==> src/rtl/dice_roller.sv <==
// Electronic die: a free-running 23-bit LFSR is sampled on each roll request.
// Candidates at or above LIMIT are rejected and resampled; after MAX_TRIES
// rejections the last candidate is folded down by LIMIT so a roll always ends.
module dice_roller #(
  parameter int unsigned N         = 23,
  parameter logic [22:0] SEED      = 23'h000001,
  parameter int unsigned LIMIT     = 46656,
  parameter int unsigned MAX_TRIES = 16
) (
  input  logic         clk,
  input  logic         reset,
  input  logic         roll,
  output logic [N-1:0] d,
  output logic         valid,
  output logic         busy
);

  localparam int unsigned     TRY_W    = $clog2(MAX_TRIES + 1);
  localparam logic [TRY_W-1:0] LAST_TRY = TRY_W'(MAX_TRIES - 1);
  localparam logic [16:0]     LIMIT_17 = 17'(LIMIT);
  localparam logic [15:0]     LIMIT_16 = 16'(LIMIT);

  typedef enum logic [1:0] {
    IDLE   = 2'd0,
    SAMPLE = 2'd1,
    DONE   = 2'd2
  } state_e;

  state_e             state_q, state_d;
  logic [22:0]        lfsr_q, lfsr_d;
  logic [TRY_W-1:0]   tries_q, tries_d;
  logic [15:0]        d_q, d_d;
  logic               roll_q;
  logic               roll_edge;
  logic [15:0]        cand;

  assign roll_edge = roll & ~roll_q;
  assign cand      = lfsr_q[15:0];

  // LFSR next value; an all-zero register (lock-up) is recovered by reloading SEED.
  always_comb begin
    if (lfsr_q == '0) begin
      lfsr_d = SEED;
    end else begin
      lfsr_d = {lfsr_q[21:0], lfsr_q[22] ^ lfsr_q[17]};
    end
  end

  // Roll FSM next-state: start on a roll edge, accept/reject/fold in SAMPLE.
  always_comb begin
    // NOTE: every output of this block gets a default first, so no path can
    // leave a variable unassigned and infer a latch.
    state_d = state_q;
    tries_d = tries_q;
    d_d     = d_q;
    unique case (state_q)
      IDLE: begin
        if (roll_edge) begin
          state_d = SAMPLE;
          tries_d = '0;
        end
      end
      SAMPLE: begin
        if ({1'b0, cand} < LIMIT_17) begin
          d_d     = cand;
          state_d = DONE;
        end else if (tries_q == LAST_TRY) begin
          d_d     = cand - LIMIT_16;
          state_d = DONE;
        end else begin
          tries_d = tries_q + TRY_W'(1);
        end
      end
      DONE:    state_d = IDLE;
      default: state_d = IDLE;
    endcase
  end

  // State registers with synchronous reset taking priority over everything.
  always_ff @(posedge clk) begin
    // NOTE: sequential state uses non-blocking assignments so every register
    // samples the pre-edge values, independent of statement order.
    if (reset) begin
      // NOTE: the design holds only a handful of flops, so all of them are
      // reset; nothing here is a memory array that could be left unreset.
      state_q <= IDLE;
      lfsr_q  <= SEED;
      tries_q <= '0;
      d_q     <= '0;
      roll_q  <= 1'b0;
    end else begin
      state_q <= state_d;
      lfsr_q  <= lfsr_d;
      tries_q <= tries_d;
      d_q     <= d_d;
      roll_q  <= roll;
    end
  end

  assign d     = N'(d_q);
  assign valid = (state_q == DONE);
  assign busy  = (state_q != IDLE);

endmodule

==> config.mk <==
export PLATFORM = sky130hd
export DESIGN_NAME = dice_roller
export DESIGN_NICKNAME = d
export VERILOG_FILES = /design/src/rtl/dice_roller.sv
export SDC_FILE = /design/constraint.sdc
export NUM_CORES = 1
export LEC_CHECK = 0
export CELL_PAD_IN_SITES_DETAIL_PLACEMENT = 1
export CELL_PAD_IN_SITES_GLOBAL_PLACEMENT = 1
export CORE_MARGIN = 3
export CORE_UTILIZATION = 43
export CTS_CLUSTER_SIZE = 30
export DETAILED_ROUTE_END_ITERATION = 6
export HOLD_SLACK_MARGIN = 0.03
export MAX_ROUTING_LAYER = met4
export PLACE_DENSITY_LB_ADDON = 0.1
export REMOVE_ABC_BUFFERS = 1
export SYNTH_ARGS = -nofsm -noshare
export SYNTH_HDL_FRONTEND = slang
export SYNTH_SLANG_ARGS = --single-unit
==> constraint.sdc <==
create_clock -name clk -period 4.9 [get_ports clk]
set_clock_uncertainty 0.2 [all_clocks]
set_input_delay 0.735 -clock clk [delete_from_list [all_inputs] [get_ports clk]]
set_output_delay 0.735 -clock clk [all_outputs]
set_load 0.05 [all_outputs]
==> load_flow_metrics.sql, run 1 <==
INSERT INTO impl_metrics (metric_group, metric, value, unit) VALUES
('synth', 'synth_top_cells_by_area', 'dfxtp_1, and2_1, nand2_1', ''),
('floorplanning', 'horizontal_die_dimension', '73.7', 'um'),
('placed_design', 'post-dp-hpwl', '3.01', 'mm'),
('cts', 'maximum_root_to_sink_buffer_count', '2', ''),
('global_route', 'grt_pass1_vias', '1521', ''),
('synth', 'synth_top_area_share', '47.8', '%'),
('detailed_routing', 'detail-route-antenna-nets', '0', ''),
('synth', 'synth-async-reset-ratio', '0', '%'),
('pwr', 'static_power_due_to_leakage', '0.767', 'nW'),
('cts', 'clock_tree.htree_level_count', '2', ''),
('critical_path', 'cp-startpoint', 'state_q[0]', ''),
('floorplanning', 'io_pins', '28', ''),
('synth', 'post_synth_most_frequent_cells', 'dfxtp_1, nand2_1, nor2_1', ''),
('sta', 'crit_share_post_route', '52.6', '%'),
('placed_design', 'placement.cell_area', '2140', 'sq um'),
('critical_path', 'worstPathMaxFanout', '4', ''),
('outcome', 'run_status', 'complete, no violations', ''),
('detailed_routing', 'post_drt_via_cell_ratio', '5.43', ''),
('cts', 'cts_num_sinks', '47', ''),
('cells_and_area', 'design.final.nets', '237', ''),
('critical_path', 'worst_path_max_stage_delay', '710', 'ps'),
('global_route', 'grtUsageTotal', '17.8', '%'),
('min_path', 'type_of_the_most_critical_hold_path', 'reg -> reg', ''),
('detailed_routing', 'route.final.wire_length', '4.21', 'mm'),
('critical_path', 'timing.critical_path.required', '3960', 'ps'),
('detailed_routing', 'vias', '1530', ''),
('min_path', 'worst_hold_path.num_cells', '2', ''),
('cells_and_area', 'finalInstanceArea', '2230', 'sq um'),
('critical_path', 'reg2reg_slack', '2470', 'ps'),
('detailed_routing', 'drc_errors', '0', ''),
('pwr', 'power.total', '0.706', 'mW'),
('sta', 'period_needed', '2580', 'ps'),
('critical_path', 'cp_data_arrival_time', '1640', 'ps'),
('sta', 'max-slew-margin-rel', '54.3', '%'),
('placed_design', 'place.port_buffers', '20', ''),
('critical_path', 'worstSetupEndpoint', 'busy', ''),
('critical_path', 'cp-start-kind', 'flip-flop', ''),
('synth', 'synth.most_common_cell', 'dfxtp_1', ''),
('cts', 'cts_tree', 'done', ''),
('global_route', 'grt_first_pass_wirelength', '7.19', 'mm'),
('critical_path', 'kind_of_end_point_of_the_critical_path', 'output port', ''),
('cts', 'clk_pin_slew_worst_paths', '80', 'ps'),
('floorplanning', 'die-height', '73.7', 'um'),
('synth', 'syn_avg_cell_area', '9.03', 'sq um'),
('cells_and_area', 'synthToLayoutAreaGrowth', '13.4', '%'),
('cells_and_area', 'final_cell_count_no_fill', '282', ''),
('sta', 'totalNegativeSetupSlack', '0', 'ps'),
('cts', 'cts_root_buf', 'clkbuf_8', ''),
('cells_and_area', 'final_layout_size_suffix_gt1_share', '6.90', '%'),
('synth', 'yosys_most_used_dff', 'dfxtp_1', ''),
('synth', 'mappedNetlistArea', '1970', 'sq um'),
('critical_path', 'worst_r2r_endpoint', 'tries_q[3]', ''),
('critical_path', 'regToRegStartpoint', 'tries_q[0]', ''),
('global_route', 'antenna_found_initial', '0', ''),
('synth', 'yosys_warnings', '0', ''),
('global_route', 'overflow', '0', ''),
('pwr', 'power_density', '317', 'nW/um^2'),
('job', 'max_cap_violations', '0', ''),
('synth', 'synth_cell_types', '42', ''),
('pwr', 'power.ir.vdd_worst', '154', 'uV'),
('cts', 'clock_latency', '300', 'ps'),
('critical_path', 'critical_path.slowest_cell', 'clkdlybuf4s50_1', ''),
('cts', 'holdBufCountCts', '0', ''),
('cts', 'postCtsSetupBuffers', '0', ''),
('floorplanning', 'num_rows', '23', ''),
('placed_design', 'placedCellCount', '274', ''),
('cts', 'cts_buffers', '5', ''),
('sta', 'report.final.setup_viol', '0', ''),
('sta', 'timing_worst_slew_pin_value', '683', 'ps'),
('floorplanning', 'die_area', '5430', 'sq um'),
('synth', 'number_of_flops_mapped_to_enable_cells_by_yosys', '0', '');
-- metrics by stage --
| stage | setup slack (ps) | hold WS [ps] |
|---|---|---|
| after global routing | 2270 | 288 |
| after floorplan | 2530 | 230 |
| after global placement | 2550 | 237 |
| after CTS | 2300 | 267 |
| after detailed placement | 2460 | 246 |
| final | 2320 | 259 |
-- final cells by class --
type | count | area (sq um)
clock inverters | 2 | 17.5
inverters | 4 | 15.0
fillers | 484 | 1970
repair buffers | 22 | 215
flip-flops and latches | 47 | 941
clock buffers | 6 | 72.6
well taps | 50 | 62.6
multi-input cells | 151 | 907
-- per-layer routing --
metal  vias up  global-route usage, %  part of all wire [%]
met5         -                      -                     0
met4         0                   6.04                   1.4
met3         6                   5.47                   3.8
met2        28                   26.3                    44
met1       731                   23.2                    51
li1        765                      -                     -
-- state kept, by name, indices dropped and copies added, names as in the netlist --
register	cells
d_q	16
lfsr_q	23
roll_q	1
state_q	2
tries_q	5
-- cell usage in the layout, fill, tap and decap left out, types with 2 or more instances in the layout --
cell and instances:
o21ai_0 4, a21oi_1 13, nand2_1 23, nand3b_1 2, xnor2_1 5, and3_1 2, or3_1 3, clkbuf_8 5
clkdlybuf4s50_1 20, nor2b_1 8, nand2b_1 3, and2_1 14, nand4b_1 2, conb_1 7, a211oi_1 5, a31oi_1 5
ha_1 3, nand3_1 8, nor2_1 15, inv_1 4, clkinv_4 2, nor3_1 7, o31ai_1 3, buf_4 2
dfxtp_1 47, nor4_1 4
-- cells by family after synthesis --
family / share of synthesized area (%)
AO/OA/AOI/OAI: 13.8
XOR/XNOR: 2.22
adder cells (fa/ha/maj): 1.91
buffers and inverters: 7.25
flip-flops: 47.8
multiplexers: 0.509
other: 0.191
AND/OR/NAND/NOR: 26.3
-- how the worst min path moves through the flow --
stage                     from          to  slack [ps]
global placement    lfsr_q[20]  lfsr_q[21]         240
finish                  d_q[0]      d_q[0]         260
CTS                     d_q[0]      d_q[0]         270
detailed placement  lfsr_q[16]  lfsr_q[17]         250
global route            d_q[4]      d_q[4]         290
floorplan            lfsr_q[1]      d_q[1]         230
-- worst max-delay path, delay by kind of cell (launching register included) --
family	cells	cell delay, ps
DFF	1	330
and+or+nand+nor	1	310
buffers and inverters	1	710
-- power breakdown --
part           switching (mW)  internal (mW)
registers             0.00561          0.390
logic                  0.0548         0.0221
clock network           0.131          0.102
Power figures use the tool's default switching activity.
==> run 2: changes to the inputs <==
- CORE_UTILIZATION: 43 -> 40
- clock period: 4.9 -> 2.5 ns (I/O delays scaled with it)
==> run 2 against run 1 <==
Effect of this change:
- combinational power increased by 100%
- register-to-register slack got worse by 2300 ps
- design area increased by 2.7%
- first-iteration DRC count increased by 17%
- critical endpoint is now d_q[12]
- largest cell class unchanged
- highest routed layer unchanged
==> load_flow_metrics.sql, run 2 (same netlist as run 1, synthesis figures left out) <==
INSERT INTO impl_metrics (metric_group, metric, value, unit) VALUES
('floorplanning', 'die-height', '76.1', 'um'),
('cells_and_area', 'final_layout_size_suffix_gt1_share', '9.28', '%'),
('detailed_routing', 'vias', '1572', ''),
('sta', 'rsz0062_at_grt', 'no', ''),
('pwr', 'power.ir.vdd_worst', '294', 'uV'),
('cts', 'clk_pin_slew_worst_paths', '90', 'ps'),
('pwr', 'power_density', '606', 'nW/um^2'),
('sta', 'max-slew-margin-rel', '53.2', '%'),
('pwr', 'power.total', '1.39', 'mW'),
('critical_path', 'cell_family_with_the_largest_share_of_critical_path_delay', 'compound AO/OA/AOI/OAI gates', ''),
('cells_and_area', 'final_util', '50.2', '%'),
('critical_path', 'cp_data_arrival_time', '2330', 'ps'),
('floorplanning', 'horizontal_die_dimension', '76.1', 'um'),
('critical_path', 'critical_path.slowest_cell', 'o31a_2', ''),
('global_route', 'grt_max_degree', '34', ''),
('outcome', 'run_status', 'complete, no violations', ''),
('cells_and_area', 'regMostFlops', 'lfsr_q', ''),
('sta', 'totalNegativeSetupSlack', '0', 'ps'),
('cells_and_area', 'antennaDiodeCount', '0', ''),
('detailed_routing', 'post_drt_via_cell_ratio', '5.21', ''),
('cts', 'clock_latency', '300', 'ps'),
('job', 'max_cap_violations', '0', ''),
('placed_design', 'placedCellCount', '294', ''),
('sta', 'fin_worst_hold_slack', '254', 'ps'),
('critical_path', 'critical_path.cell_chain', 'ha_1 > and3_1 > ha_1 > nand2b_1 > o31a_2 > o311a_1 > nor3_1', ''),
('placed_design', 'place.port_buffers', '20', ''),
('cts', 'cts_buffers', '5', ''),
('cells_and_area', 'synthToLayoutAreaGrowth', '16.4', '%'),
('critical_path', 'timing.setup.critical_path_class', 'reg -> reg', ''),
('critical_path', 'kind_of_end_point_of_the_critical_path', 'flip-flop', ''),
('critical_path', 'worst_path_max_stage_delay', '530', 'ps'),
('sta', 'timing_worst_slew_pin_value', '700', 'ps'),
('sta', 'crit_share_post_route', '92.2', '%'),
('placed_design', 'post-dp-hpwl', '3.12', 'mm'),
('floorplanning', 'num_rows', '24', ''),
('floorplanning', 'die_area', '5800', 'sq um'),
('critical_path', 'worstPathMaxFanout', '21', ''),
('cells_and_area', 'final_cell_count_no_fill', '302', ''),
('cts', 'postCtsSetupBuffers', '0', ''),
('critical_path', 'timing.critical_path.buf_inv', '0', ''),
('sta', 'report.final.setup_viol', '0', ''),
('sta', 'timing.fmax', '434', 'MHz'),
('detailed_routing', 'drc_errors', '0', ''),
('cells_and_area', 'number_of_flip_flops_in_the_largest_register', '23', ''),
('cts', 'cts_root_buf', 'clkbuf_8', ''),
('sta', 'period_needed', '2300', 'ps'),
('global_route', 'grtUsageTotal', '16.8', '%'),
('cts', 'cts_num_sinks', '47', ''),
('critical_path', 'timing.critical_path.mode_cell', 'ha_1', ''),
('detailed_routing', 'drt_iter0_markers', '84', ''),
('critical_path', 'timing.critical_path.required', '2520', 'ps'),
('floorplanning', 'core_area', '4560', 'sq um'),
('detailed_routing', 'route.final.wire_length', '4.38', 'mm'),
('detailed_routing', 'route.detailed.wl_per_inst', '14.5', 'um'),
('critical_path', 'cp-start-kind', 'flip-flop', ''),
('placed_design', 'routability_congestion_estimate', '0.846', ''),
('detailed_routing', 'drt_first_pass_iters', '4', ''),
('cts', 'maximum_root_to_sink_buffer_count', '2', ''),
('detailed_routing', 'detail-route-antenna-nets', '0', ''),
('sta', 'hold_violations', '0', ''),
('cells_and_area', 'n_fill_cell', '547', ''),
('floorplanning', 'io_pins', '28', ''),
('global_route', 'overflow', '0', ''),
('global_route', 'antenna_found_initial', '0', ''),
('global_route', 'grt_pass1_vias', '1577', ''),
('sta', 'timing.final.max_slew_violations', '0', ''),
('cells_and_area', 'layout_commonest_cell', 'dfxtp_1', ''),
('cells_and_area', 'design.final.nets', '242', ''),
('pwr', 'static_power_due_to_leakage', '0.787', 'nW'),
('cts', 'clock_tree.htree_level_count', '2', ''),
('global_route', 'grt_first_pass_wirelength', '7.73', 'mm'),
('floorplanning', 'initial_core_util', '43.1', '%'),
('cts', 'cts_tree', 'done', ''),
('cells_and_area', 'top_regs', 'lfsr_q x23, d_q x16, tries_q x5', ''),
('cells_and_area', 'mostFrequentLayoutCells', 'dfxtp_1, nand2_1, clkdlybuf4s50_1', ''),
('min_path', 'type_of_the_most_critical_hold_path', 'reg -> reg', '');
## run 2: final timing paths
kind | from | cells after the start | endpoint | slack [ps]
max | tries_q[0] | 7 | d_q[12] | 200
min | d_q[2] | 2 | d_q[2] | 250
max reg2reg | tries_q[0] | 7 | d_q[12] | 200
min reg2reg | d_q[2] | 2 | d_q[2] | 250
## run 2: repair_timing
item	in CTS	in global routing
setup endpoints to repair	0	1
resized for setup	0	1
hold buffers	0	0
## run 2: area by class of cell
type                    instances  area [sq um]  share of cell area [%]
repair buffers                 27           253                    11.0
multi-input cells             151           912                    39.8
inverters                       4          15.0                   0.655
well taps                      65          81.3                    3.55
clock buffers                   6          72.6                    3.17
flip-flops and latches         47           941                    41.1
clock inverters                 2          16.3                   0.710
## run 2: through the flow
| step | setup WS, ps | instance area, sq um |
|---|---|---|
| 3_5_place_dp | 186 | 2200 |
| 3_3_place_gp | 265 | 2200 |
| 5_1_grt | 46.3 | 2290 |
| 4_1_cts | 157 | 2290 |
| 6_report | 196 | 2290 |
| 2_1_floorplan | 135 | 1860 |
## run 2: report_power, final
part	switching (mW)	total, mW	internal (mW)
logic	0.109	0.154	0.0447
registers	0.0113	0.777	0.765
clock network	0.256	0.457	0.201
## run 2: worst min-delay path, delay by kind of cell (launching register included)
family	cells	cell delay (ps)
AO/OA/AOI/OAI	1	50
AND/OR/NAND/NOR	1	50
flip-flops	1	310
## run 2: metal layers
| layer | part of all wire (%) | wire (um) | GRT usage [%] |
|---|---|---|---|
| met1 | 50 | 2210 | 23.2 |
| met2 | 45 | 1960 | 24.7 |
| met3 | 3.7 | 160 | 3.43 |
| met4 | 1.1 | 46 | 5.43 |
| met5 | 0 | 0 | - |
==> run 3: changes to the inputs <==
- CTS_BUF_LIST: not set -> sky130_fd_sc_hd__clkbuf_16
==> run 3 against run 2 <==
Effect of this change:
- design area grew 2.5%
- combinational power about the same
- cell count unchanged
- utilization increased by 1.2 points
- clock-buffer cell count is 1 lower
- non-clock buffer count did not move
- flip-flop and latch count is the same
- die area unchanged
- critical path type unchanged
- largest power group unchanged
==> load_flow_metrics.sql, run 3 (same netlist as run 1, synthesis figures left out) <==
INSERT INTO impl_metrics (metric_group, metric, value, unit) VALUES
('cts', 'clock_latency', '290', 'ps'),
('global_route', 'antenna_found_initial', '0', ''),
('job', 'max_cap_violations', '0', ''),
('floorplanning', 'die-height', '76.1', 'um'),
('critical_path', 'worstPathMaxFanout', '21', ''),
('placed_design', 'placement.cell_area', '2200', 'sq um'),
('sta', 'timing.fmax', '434', 'MHz'),
('placed_design', 'place.port_buffers', '20', ''),
('cells_and_area', 'design.final.nets', '242', ''),
('pwr', 'switching_power', '0.405', 'mW'),
('critical_path', 'cp-start-kind', 'flip-flop', ''),
('pwr', 'power_density', '676', 'nW/um^2'),
('floorplanning', 'io_pins', '28', ''),
('placed_design', 'routability_congestion_estimate', '0.846', ''),
('sta', 'hold_violations', '0', ''),
('pwr', 'power.ir.vdd_worst', '415', 'uV'),
('pwr', 'power_switching_share', '25.5', '%'),
('global_route', 'grt_pass1_vias', '1547', ''),
('critical_path', 'timing.setup.critical_path_class', 'reg -> reg', ''),
('critical_path', 'timing.critical_path.required', '2510', 'ps'),
('placed_design', 'pre_cts_slack', '186', 'ps'),
('cells_and_area', 'n_fill_cell', '552', ''),
('pwr', 'sequential_fraction_of_design_power', '49.0', '%'),
('detailed_routing', 'detail-route-antenna-nets', '0', ''),
('floorplanning', 'num_rows', '24', ''),
('critical_path', 'cp_data_arrival_time', '2310', 'ps'),
('global_route', 'grt_first_pass_wirelength', '7.67', 'mm'),
('global_route', 'grtUsageTotal', '16.8', '%'),
('pwr', 'clock_power_share', '41.3', '%'),
('sta', 'crit_share_post_route', '92.1', '%'),
('sta', 'totalNegativeSetupSlack', '0', 'ps'),
('floorplanning', 'initial_core_util', '43.1', '%'),
('cells_and_area', 'antennaDiodeCount', '0', ''),
('cells_and_area', 'final_util', '51.4', '%'),
('cells_and_area', 'number_of_flip_flops_in_the_largest_register', '23', ''),
('pwr', 'internal_power', '1.18', 'mW'),
('detailed_routing', 'drc_errors', '0', ''),
('critical_path', 'kind_of_end_point_of_the_critical_path', 'flip-flop', ''),
('cts', 'cts_num_sinks', '47', ''),
('sta', 'period_needed', '2300', 'ps'),
('placed_design', 'post-dp-hpwl', '3.12', 'mm'),
('min_path', 'type_of_the_most_critical_hold_path', 'reg -> reg', ''),
('floorplanning', 'core_area', '4560', 'sq um'),
('detailed_routing', 'drt_iter0_markers', '77', ''),
('cells_and_area', 'top_regs', 'lfsr_q x23, d_q x16, tries_q x5', ''),
('floorplanning', 'horizontal_die_dimension', '76.1', 'um'),
('sta', 'max-slew-margin-rel', '56.6', '%'),
('cts', 'cts_buffers', '5', ''),
('global_route', 'overflow', '0', ''),
('cts', 'clock_tree.htree_level_count', '2', ''),
('cts', 'clk_pin_slew_worst_paths', '60', 'ps'),
('cells_and_area', 'final_layout_size_suffix_gt1_share', '9.28', '%'),
('outcome', 'run_status', 'complete, no violations', ''),
('global_route', 'grt_max_degree', '34', ''),
('detailed_routing', 'drt_first_pass_iters', '4', ''),
('cells_and_area', 'synthToLayoutAreaGrowth', '19.3', '%'),
('cells_and_area', 'regMostFlops', 'lfsr_q', ''),
('cells_and_area', 'finalInstanceArea', '2350', 'sq um'),
('cts', 'cts_tree', 'done', ''),
('floorplanning', 'die_area', '5800', 'sq um'),
('sta', 'setup_slack', '198', 'ps'),
('cts', 'maximum_root_to_sink_buffer_count', '2', ''),
('detailed_routing', 'route.final.wire_length', '4.42', 'mm'),
('sta', 'rsz0062_at_grt', 'no', ''),
('pwr', 'static_power_due_to_leakage', '0.817', 'nW'),
('detailed_routing', 'route.detailed.wl_per_inst', '14.6', 'um'),
('sta', 'report.final.setup_viol', '0', ''),
('sta', 'timing.final.max_slew_violations', '0', ''),
('detailed_routing', 'post_drt_via_cell_ratio', '5.17', ''),
('cts', 'cts_root_buf', 'clkbuf_16', ''),
('cells_and_area', 'mostFrequentLayoutCells', 'dfxtp_1, nand2_1, clkdlybuf4s50_1', ''),
('pwr', 'share_comb_of_total_power', '9.7', '%'),
('cells_and_area', 'layout_commonest_cell', 'dfxtp_1', ''),
('sta', 'timing_worst_slew_pin_value', '649', 'ps'),
('detailed_routing', 'vias', '1562', '');
-- run 3: cell types whose count changed in the layout (fill, tap and decap cells not counted), sizes merged --
cell    previous run  this run
inv                5         6
clkbuf             6         5
-- run 3: power groups by stage --
stage                     sequential [mW]  clock, mW  combinational (mW)
after detailed placement            0.794          0               0.155
after global placement              0.793          0               0.152
final                               0.777      0.655               0.154
after floorplan                     0.822          0              0.0729
after CTS                           0.777      0.670               0.155
after global routing                0.779      0.705               0.166
-- run 3: area by class of cell --
class	instances	area (sq um)	area share, %
clock buffer	5	125	5.33
clock inverter	3	20.0	0.853
inverter	4	15.0	0.640
multi-input combinational	151	912	38.9
sequential	47	941	40.1
tap	65	81.3	3.46
timing repair buffer	27	253	10.8
-- run 3: path summary, 6_finish.rpt --
kind,end,cells after the start,slack (ps),startpoint
worst min-delay path,d_q[2],2,250,d_q[2]
worst max-delay path,d_q[12],7,200,tries_q[0]
worst max register to register,d_q[12],7,200,tries_q[0]
worst min register to register,d_q[2],2,250,d_q[2]
-- run 3: worst max-delay path: stages, from the launching register on --
cell and delay, ps:
dfxtp_1 340, ha_1 230, and3_1 190, ha_1 190, nand2b_1 180, o31a_2 530
o311a_1 190, nor3_1 160
-- run 3: timing repair --
item / 4_1_cts / 5_1_grt
buffers inserted: 0 / 0
hold buffers: 0 / 0
resized for setup: 0 / 1
endpoints found under the setup margin: 0 / 1
-- run 3: routing by layer --
| metal | GRT usage [%] | share of wire [%] | vias up |
|---|---|---|---|
| met5 | - | 0 | - |
| met4 | 5.43 | 1.4 | 0 |
| met3 | 4.14 | 4.1 | 6 |
| met2 | 24.5 | 44 | 31 |
| met1 | 22.9 | 50 | 751 |
| li1 | - | - | 774 |
-- run 3: metrics by stage --
| step | hold WS [ps] | instances | total power, mW |
|---|---|---|---|
| after floorplan | 230 | 202 | 0.895 |
| after detailed placement | 246 | 294 | 0.949 |
| after CTS | 255 | 302 | 1.60 |
| after global routing | 274 | 302 | 1.65 |
| after global placement | 238 | 294 | 0.945 |
| final | 250 | 302 | 1.59 |
